`src/rtl/lvda_timing_pkg.sv`:
```
// Shared types for the LVDA timing sequencer: sub-phase and sequencer state
// encodings plus the bit-time counter width.
package lvda_timing_pkg;

  localparam int unsigned BIT_W = 4;

  typedef enum logic [1:0] {
    PH_W,
    PH_X,
    PH_Y,
    PH_Z
  } phase_t;

  typedef enum logic [1:0] {
    SQ_IDLE,
    SQ_RUN,
    SQ_STEP1
  } seq_state_t;

endpackage

```
`src/rtl/lvda_phase_counter.sv`:
```
// Tick counter and W->X->Y->Z sub-phase rotation for one bit time.
// Held at W/tick 0 while disabled, so every enabled run starts cleanly on W.
module lvda_phase_counter #(
  parameter int unsigned TICKS_PER_SUB = 2
) (
  input  logic       clk,
  input  logic       rst,
  input  logic       enable,
  output logic [3:0] phase_oh,
  output logic       bt_end
);
  import lvda_timing_pkg::*;

  localparam int unsigned TW = (TICKS_PER_SUB > 1) ? $clog2(TICKS_PER_SUB) : 1;
  localparam logic [TW-1:0] TICK_LAST = TW'(TICKS_PER_SUB - 1);

  logic [TW-1:0] tick;
  phase_t        phase;
  phase_t        phase_next;
  logic          sub_end;

  assign sub_end = (tick == TICK_LAST);

  always_comb begin
    phase_next = PH_W;
    unique case (phase)
      PH_W: phase_next = PH_X;
      PH_X: phase_next = PH_Y;
      PH_Y: phase_next = PH_Z;
      PH_Z: phase_next = PH_W;
      default: phase_next = PH_W;
    endcase
  end

  always_ff @(posedge clk) begin
    if (rst || !enable) begin
      tick  <= '0;
      phase <= PH_W;
    end else if (sub_end) begin
      tick  <= '0;
      phase <= phase_next;
    end else begin
      tick <= tick + 1'b1;
    end
  end

  // Bit 3 is W, bit 0 is Z; all lines forced low while disabled.
  always_comb begin
    phase_oh = '0;
    bt_end   = 1'b0;
    if (enable) begin
      unique case (phase)
        PH_W: phase_oh = 4'b1000;
        PH_X: phase_oh = 4'b0100;
        PH_Y: phase_oh = 4'b0010;
        PH_Z: phase_oh = 4'b0001;
        default: phase_oh = '0;
      endcase
      bt_end = (phase == PH_Z) && sub_end;
    end
  end

endmodule

```
`src/rtl/lvda_timing_sequencer.sv`:
```
// LVDA delay-line phase sequencer: run/halt/single-step state machine and
// bit-time counter around the sub-phase counter.
module lvda_timing_sequencer #(
  parameter int unsigned BIT_TIMES     = 14,
  parameter int unsigned TICKS_PER_SUB = 2
) (
  input  logic       SIM_CLK,
  input  logic       SIM_RST,
  input  logic       RUN,
  input  logic       STEP,
  input  logic       CLR,
  output logic       WDA,
  output logic       XDA,
  output logic       YDA,
  output logic       ZDA,
  output logic [3:0] BIT,
  output logic       BT_END,
  output logic       WORD_END,
  output logic       BUSY
);
  import lvda_timing_pkg::*;

  localparam logic [BIT_W-1:0] BIT_LAST = BIT_W'(BIT_TIMES - 1);

  seq_state_t       state;
  seq_state_t       state_next;
  logic             busy;
  logic             bt_end;
  logic [3:0]       phase_oh;
  logic [BIT_W-1:0] bit_cnt;

  assign busy = (state != SQ_IDLE);

  lvda_phase_counter #(
    .TICKS_PER_SUB(TICKS_PER_SUB)
  ) u_phase (
    .clk      (SIM_CLK),
    .rst      (SIM_RST),
    .enable   (busy),
    .phase_oh (phase_oh),
    .bt_end   (bt_end)
  );

  // Leaving RUN or STEP1 only happens on BT_END, which keeps halts on a
  // bit-time boundary and lets a live RUN carry straight into the next bit.
  always_comb begin
    state_next = state;
    unique case (state)
      SQ_IDLE: begin
        if (RUN)       state_next = SQ_RUN;
        else if (STEP) state_next = SQ_STEP1;
      end
      SQ_RUN, SQ_STEP1: begin
        if (bt_end) state_next = RUN ? SQ_RUN : SQ_IDLE;
      end
      default: state_next = SQ_IDLE;
    endcase
  end

  always_ff @(posedge SIM_CLK) begin
    if (SIM_RST) state <= SQ_IDLE;
    else         state <= state_next;
  end

  always_ff @(posedge SIM_CLK) begin
    if (SIM_RST) begin
      bit_cnt <= '0;
    end else if (state == SQ_IDLE) begin
      if (CLR) bit_cnt <= '0;
    end else if (bt_end) begin
      bit_cnt <= (bit_cnt == BIT_LAST) ? '0 : bit_cnt + 1'b1;
    end
  end

  assign {WDA, XDA, YDA, ZDA} = phase_oh;
  assign BIT      = bit_cnt;
  assign BT_END   = bt_end;
  assign WORD_END = bt_end && (bit_cnt == BIT_LAST);
  assign BUSY     = busy;

endmodule

```
`config.mk`:
```
export PLATFORM = sky130hd
export DESIGN_NAME = lvda_timing_sequencer
export DESIGN_NICKNAME = d
export VERILOG_FILES = /design/src/rtl/lvda_timing_pkg.sv /design/src/rtl/lvda_phase_counter.sv /design/src/rtl/lvda_timing_sequencer.sv
export SDC_FILE = /design/constraint.sdc
export NUM_CORES = 1
export LEC_CHECK = 0
export ABC_AREA = 1
export ABC_CLOCK_PERIOD_IN_PS = 1300
export CORE_UTILIZATION = 45
export CTS_CLUSTER_SIZE = 40
export DETAILED_ROUTE_END_ITERATION = 7
export PLACE_DENSITY = 0.77
export SLEW_MARGIN = 20
export SYNTH_ARGS = -nofsm -noshare
export SYNTH_HDL_FRONTEND = slang
export SYNTH_SLANG_ARGS = --single-unit
```
`constraint.sdc`:
```
create_clock -name SIM_CLK -period 1.3 [get_ports SIM_CLK]
set_input_delay 0.195 -clock SIM_CLK [delete_from_list [all_inputs] [get_ports SIM_CLK]]
set_output_delay 0.195 -clock SIM_CLK [all_outputs]
set_load 0.02 [all_outputs]
```
Word level (Yosys, flattened, before mapping)
Cells that the tools add are included.
{"block": "totals", "rom_bits": 0, "wordCells": 40, "out_inout_bits": 11, "register_bits": 9, "mem_bits_rw": 0, "n_memories": 0, "latchBits": 0}
{"block": "classes", "reduce_logical": 12, "n_div": 0, "magnitude_cmp": 0, "multipliers": 0, "shift": 0, "n_eq_ne": 9, "n_bitwise": 0, "mux": 13, "addsub": 2}
{"cell": "4-bit two-way mux", "count": 5}
{"cell": "4-bit one-hot mux with 4 select lines", "count": 1}
{"cell": "2-bit one-hot mux with 4 select lines", "count": 1}
{"cell": "2-bit == test (second input constant)", "count": 3}
{"cell": "2-bit two-way mux", "count": 3}
{"cell": "4-bit by 1-bit adder with 4-bit output (second input constant)", "count": 1}
{"cell": "2-bit by 1-bit == test with 1-bit output (second input constant)", "count": 2}
{"cell": "4-bit == test (second input constant)", "count": 1}
{"cell": "2-bit zero test", "count": 2}
{"cell": "2-bit != test (second input constant)", "count": 2}
{"cell": "2-bit one-hot mux with 2 select lines", "count": 1}
{"cell": "2-bit AND reduction", "count": 2}
{"cell": "2-bit nonzero test", "count": 2}
{"cell": "2-bit OR reduction", "count": 2}
{"cell": "3-bit != test (second input constant)", "count": 1}
{"cell": "1-bit logical AND", "count": 2}
{"cell": "1-bit two-way mux", "count": 2}
{"cell": "1-bit adder (second input constant)", "count": 1}
{"cell": "1-bit zero test", "count": 1}
{"cell": "1-bit logical OR", "count": 1}

Logic depth before layout (Yosys ltp)
{"block": "logic_depth", "ltp_word": 5, "mapped_depth": 9, "mapped_depth_nobuf": 8}

Modules after synthesis
Synthesis repeated with hierarchy kept, for this count alone.
{"block": "unflattened", "hier_cells": 94, "hier_area_um2": 609.3}
{"module": "lvda_timing_sequencer", "cells_per_inst": 61, "n_inst": 1, "seq_area_each_um2": 120.1, "area_per_inst_um2": 397.9}
{"module": "lvda_phase_counter", "cells_per_inst": 33, "n_inst": 1, "seq_area_each_um2": 60.1, "area_per_inst_um2": 211.5}

Least setup slack after synthesis
Ideal clock, no wire load.
{"block": "synth_timing", "path_kind": "register -> output", "startpoint": "reg state[0]", "endpoint": "out WORD_END", "path_slack_ps": -112, "t_required_ps": 1105, "t_arrival_ps": 1217, "path_stages_with_launch": 7, "cell_sequence": "dfxtp_1 > inv_1 > ha_1 > buf_6 > inv_4 > nand3_4 > nor2_1"}
{"block": "synth_between", "elab_chain_cells": 3}
{"element": "start: declaration", "line_no": "lvda_timing_sequencer.sv:25", "rtl": "seq_state_t state;"}
{"element": "start signal: assignment", "line_no": "lvda_timing_sequencer.sv:62", "rtl": "else state <= state_next;"}
{"element": "2-bit nonzero test", "line_no": "lvda_timing_sequencer.sv:32", "rtl": "assign busy = (state != SQ_IDLE);"}
{"element": "via BUSY", "line_no": "lvda_timing_sequencer.sv:19", "rtl": "output logic BUSY"}
{"element": "1-bit two-way mux", "line_no": "lvda_phase_counter.sv:51", "rtl": "if (enable) begin"}
{"element": "1-bit logical AND", "line_no": "lvda_timing_sequencer.sv:78", "rtl": "assign WORD_END = bt_end && (bit_cnt == BIT_LAST);"}
{"element": "end: declaration", "line_no": "lvda_timing_sequencer.sv:18", "rtl": "output logic WORD_END,"}
The timed path passes the listed nets, and every way through them passes these cells.

Final worst setup path
{"block": "layout_timing", "startpoint": "reg state[1]", "endpoint": "out WORD_END"}
{"block": "layout_between", "elab_chain_cells": 3}
{"element": "2-bit nonzero test", "line_no": "lvda_timing_sequencer.sv:32"}
{"element": "1-bit two-way mux", "line_no": "lvda_phase_counter.sv:51"}
{"element": "1-bit logical AND", "line_no": "lvda_timing_sequencer.sv:78"}
No other way between the ends.

==> qor.csv <==
stage,metric,value,unit
clocking,clock_latency,0.26,ns
power,power.density,1590,mW/mm^2
die,start_util,0.512,
die,ios,16,
finish,area_growth,63.0,%
grt,grt_max_degree,7,
yosys,synthMostInstantiatedCell,inv_1,
die,die_h,38.5,um
detailed_routing,routedWlPerCell,10.2,um
clocking,cts_sinks,9,
finish,stdcell_count,133,
timing,worst_slack,-0.0603,ns
timing,drv_slew,0,
clocking,ctsHoldBuffers,0,
die,rows,12,
power,p_switching,0.000632,W
grt,antenna_found_initial,0,
timing,post-route-period-util,1.05,
power,p_clk_frac,0.139,
timing,tightest_slew,0.227,ns
yosys,ys_types,16,
die,coreArea,0.00117,sq mm
power,p_seq_frac,0.231,
yosys,synth_cells,87,
timing,rsz0062_at_grt,true,
die,die_area,0.00148,sq mm
yosys,synth_edf_count,0,
status,status,"finished, violations left",
detailed_routing,drt_wl_total,1.35,mm
clocking,cts_tree,built,
worst_setup_path,path_buf_inv,3,
die,die_x,38.5,um
power,comb_power_share,0.629,
worst_setup_path,cp_cell_sequence,"inv_2, ha_4, inv_4, nand3_4, nor2_4, buf_6",
worst_setup_path,endpoint_kind,output pin,
power,switching_share,0.407,
place,dp.cells,128,
worst_setup_path,arrival,1.17,ns
timing,fin_setup_tns,-0.270,ns
timing,fmax,0.735,GHz
yosys,synth_ff_type,dfxtp_1,
grt,grtUsageTotal,0.232,
yosys,synth_commonest_cells,"inv_1 (17), nand2_1 (16), nor2_1 (16), dfxtp_1 (9), ha_1 (8)",
timing,max-slew-margin-rel,0.848,
clocking,htree_levels,1,
yosys,synth_top_area_frac,0.301,
clocking,cts_max_path_buffers,2,
timing,layout_min_cycle_time,1.36,ns
worst_setup_path,critPathLaunchType,flip-flop,
yosys,synth_fp_nets,100,
yosys,synth_area_leaders,"dfxtp_1 (30%), ha_1 (17%), inv_1 (11%), nand2_1 (10%), nor2_1 (10%)",
place,numPortBuffers,15,
timing,finalSetupViolations,6,
grt,grt_pass1_vias,582,
power,ir_worst_vdd,1.10,mV
worst_setup_path,critPathKind,flip-flop to output pin,
worst_setup_path,path_delay_family,flip-flops,
place,place_ws,-0.388,ns
power,leakage,0.465,nW
worst_setup_path,worstPathRequired,1.11,ns
yosys,async_reset_ff_frac,0,
timing,final_hold_viol_count,0,
grt,grt_pass1_wl,2.28,mm
worst_setup_path,path_max_fanout,3,
detailed_routing,drcViolationCount,0,
yosys,syn_area,599,sq um
detailed_routing,drt_iter0_markers,10,
grt,overflow,0,
worst_setup_path,critical_path.max_stage_delay,0.34,ns
place,gp_congestion,0.713,
yosys,synth_area_leader_cell,dfxtp_1,
yosys,yosys_warnings,0,
clocking,cts.reportedPaths.clkPinSlew,0.06,ns
detailed_routing,ant_nets,0,
status,violations,setup timing,
clocking,root_buffer,clkbuf_4,
detailed_routing,routed_via_density,4.72,
yosys,avgSynthCellArea,6.89,sq um
power,internal-power,0.000921,W
yosys,yosysSeqAreaShare,0.301,
clocking,numCtsBuffers,3,
yosys,ys_ff_latch,9,
timing,fin_worst_skew,0.000190,ns
worst_setup_path,slowest_stage,dfxtp_2,
finish,n_antenna_cell,0,
finish,layout.nets,133,
detailed_routing,vias,628,
worst_hold_path,hold_class,flip-flop to flip-flop,
detailed_routing,drt_first_pass_iters,4,
run,cap_violations,0,
place,dp_hpwl,946,um
finish,drive_gt1_frac,0.403,
==> worst paths after layout <==
| kind | slack (ns) | startpoint | depth (start not counted) | end |
|---|---|---|---|---|
| min | 0.55 | u_phase.phase[0] | 2 | u_phase.phase[0] |
| max | -0.06 | state[1] | 6 | WORD_END |
| min reg2reg | 0.55 | u_phase.phase[0] | 2 | u_phase.phase[0] |
| max reg2reg | 0.05 | state[1] | 9 | state[0] |
==> per-stage QoR <==
| stage | area [sq um] | power, W | hold slack [ns] | utilization |
|---|---|---|---|---|
| 2_1_floorplan | 607 | 0.000812 | 0.264 | - |
| 3_3_place_gp | 861 | 0.00107 | 0.572 | 0.735 |
| 3_5_place_dp | 861 | 0.00108 | 0.578 | 0.735 |
| 4_1_cts | 942 | 0.00147 | 0.550 | 0.804 |
| 5_1_grt | 977 | 0.00166 | 0.592 | 0.834 |
| 6_report | 977 | 0.00155 | 0.550 | 0.834 |
==> flip-flops by register name, summed over array words and instances, names as in the netlist <==
signal           count
BIT                  4
state                2
u_phase.phase        2
u_phase.sub_end      1
==> repair_timing <==
| item | CTS | global route |
|---|---|---|
| resized for setup | 63 | 13 |
| setup endpoints to repair | 17 | 16 |
| pin swaps | 4 | 2 |
| setup buffers | 1 | 0 |
==> power by group through the flow <==
stage / registers (W) / logic (W) / clock network (W)
after floorplan: 0.000359 / 0.000453 / 0
after global placement: 0.000349 / 0.000718 / 0
after detailed placement: 0.000351 / 0.000733 / 0
after CTS: 0.000357 / 0.000891 / 0.000224
after global routing: 0.000368 / 0.00106 / 0.000237
final: 0.000359 / 0.000977 / 0.000217
==> layer usage <==
layer	track usage	vias up	part of all wire
met5	0	-	0
met3	0.0581	4	0.044
li1	-	328	-
met4	0.121	0	0.016
met2	0.379	12	0.49
met1	0.276	284	0.45
==> kinds of logic (layout without fill, tap and decap cells) <==
family                   count (synthesis)  in the layout  synth area share
flip-flops                               9              9             0.301
AO/OA/AOI/OAI                            9              9            0.0772
AND/OR/NAND/NOR                         42             42             0.319
adder cells (fa/ha/maj)                  8              8             0.167
buffers and inverters                   19             51             0.136
==> worst register-to-register path, cell delays in order (launching register included) <==
cell     delay (ns)
dfxtp_2        0.34
inv_2          0.05
ha_4           0.17
inv_4          0.06
nand3_4        0.08
buf_4          0.18
nand2_2        0.08
nand3_1        0.07
nand2_1        0.07
nor2_1         0.04
==> layout by cell type, fill, tap and decap left out, types with 2 or more instances in the layout <==
cell,Yosys,final
a21oi_1,6,5
buf_4,0,13
buf_6,1,7
clkbuf_4,0,3
clkdlybuf4s15_1,0,2
clkdlybuf4s50_1,0,4
dfxtp_1,9,5
dfxtp_2,0,4
dlygate4sd2_1,0,2
ha_1,8,6
inv_1,17,12
inv_2,0,5
nand2_1,16,15
nand2_2,1,2
nand3_1,6,5
nor2_1,16,10
nor2_4,1,7
o21ai_1,1,2
==> final cells by class <==
type / count / area, sq um
sequential: 9 / 185
clock buffer: 4 / 26.3
timing repair buffer: 29 / 269
multi-input combinational: 59 / 409
inverter: 18 / 70.1
tap: 14 / 17.5
fill: 59 / 194
No activity file was read; power rests on OpenSTA's default activity.
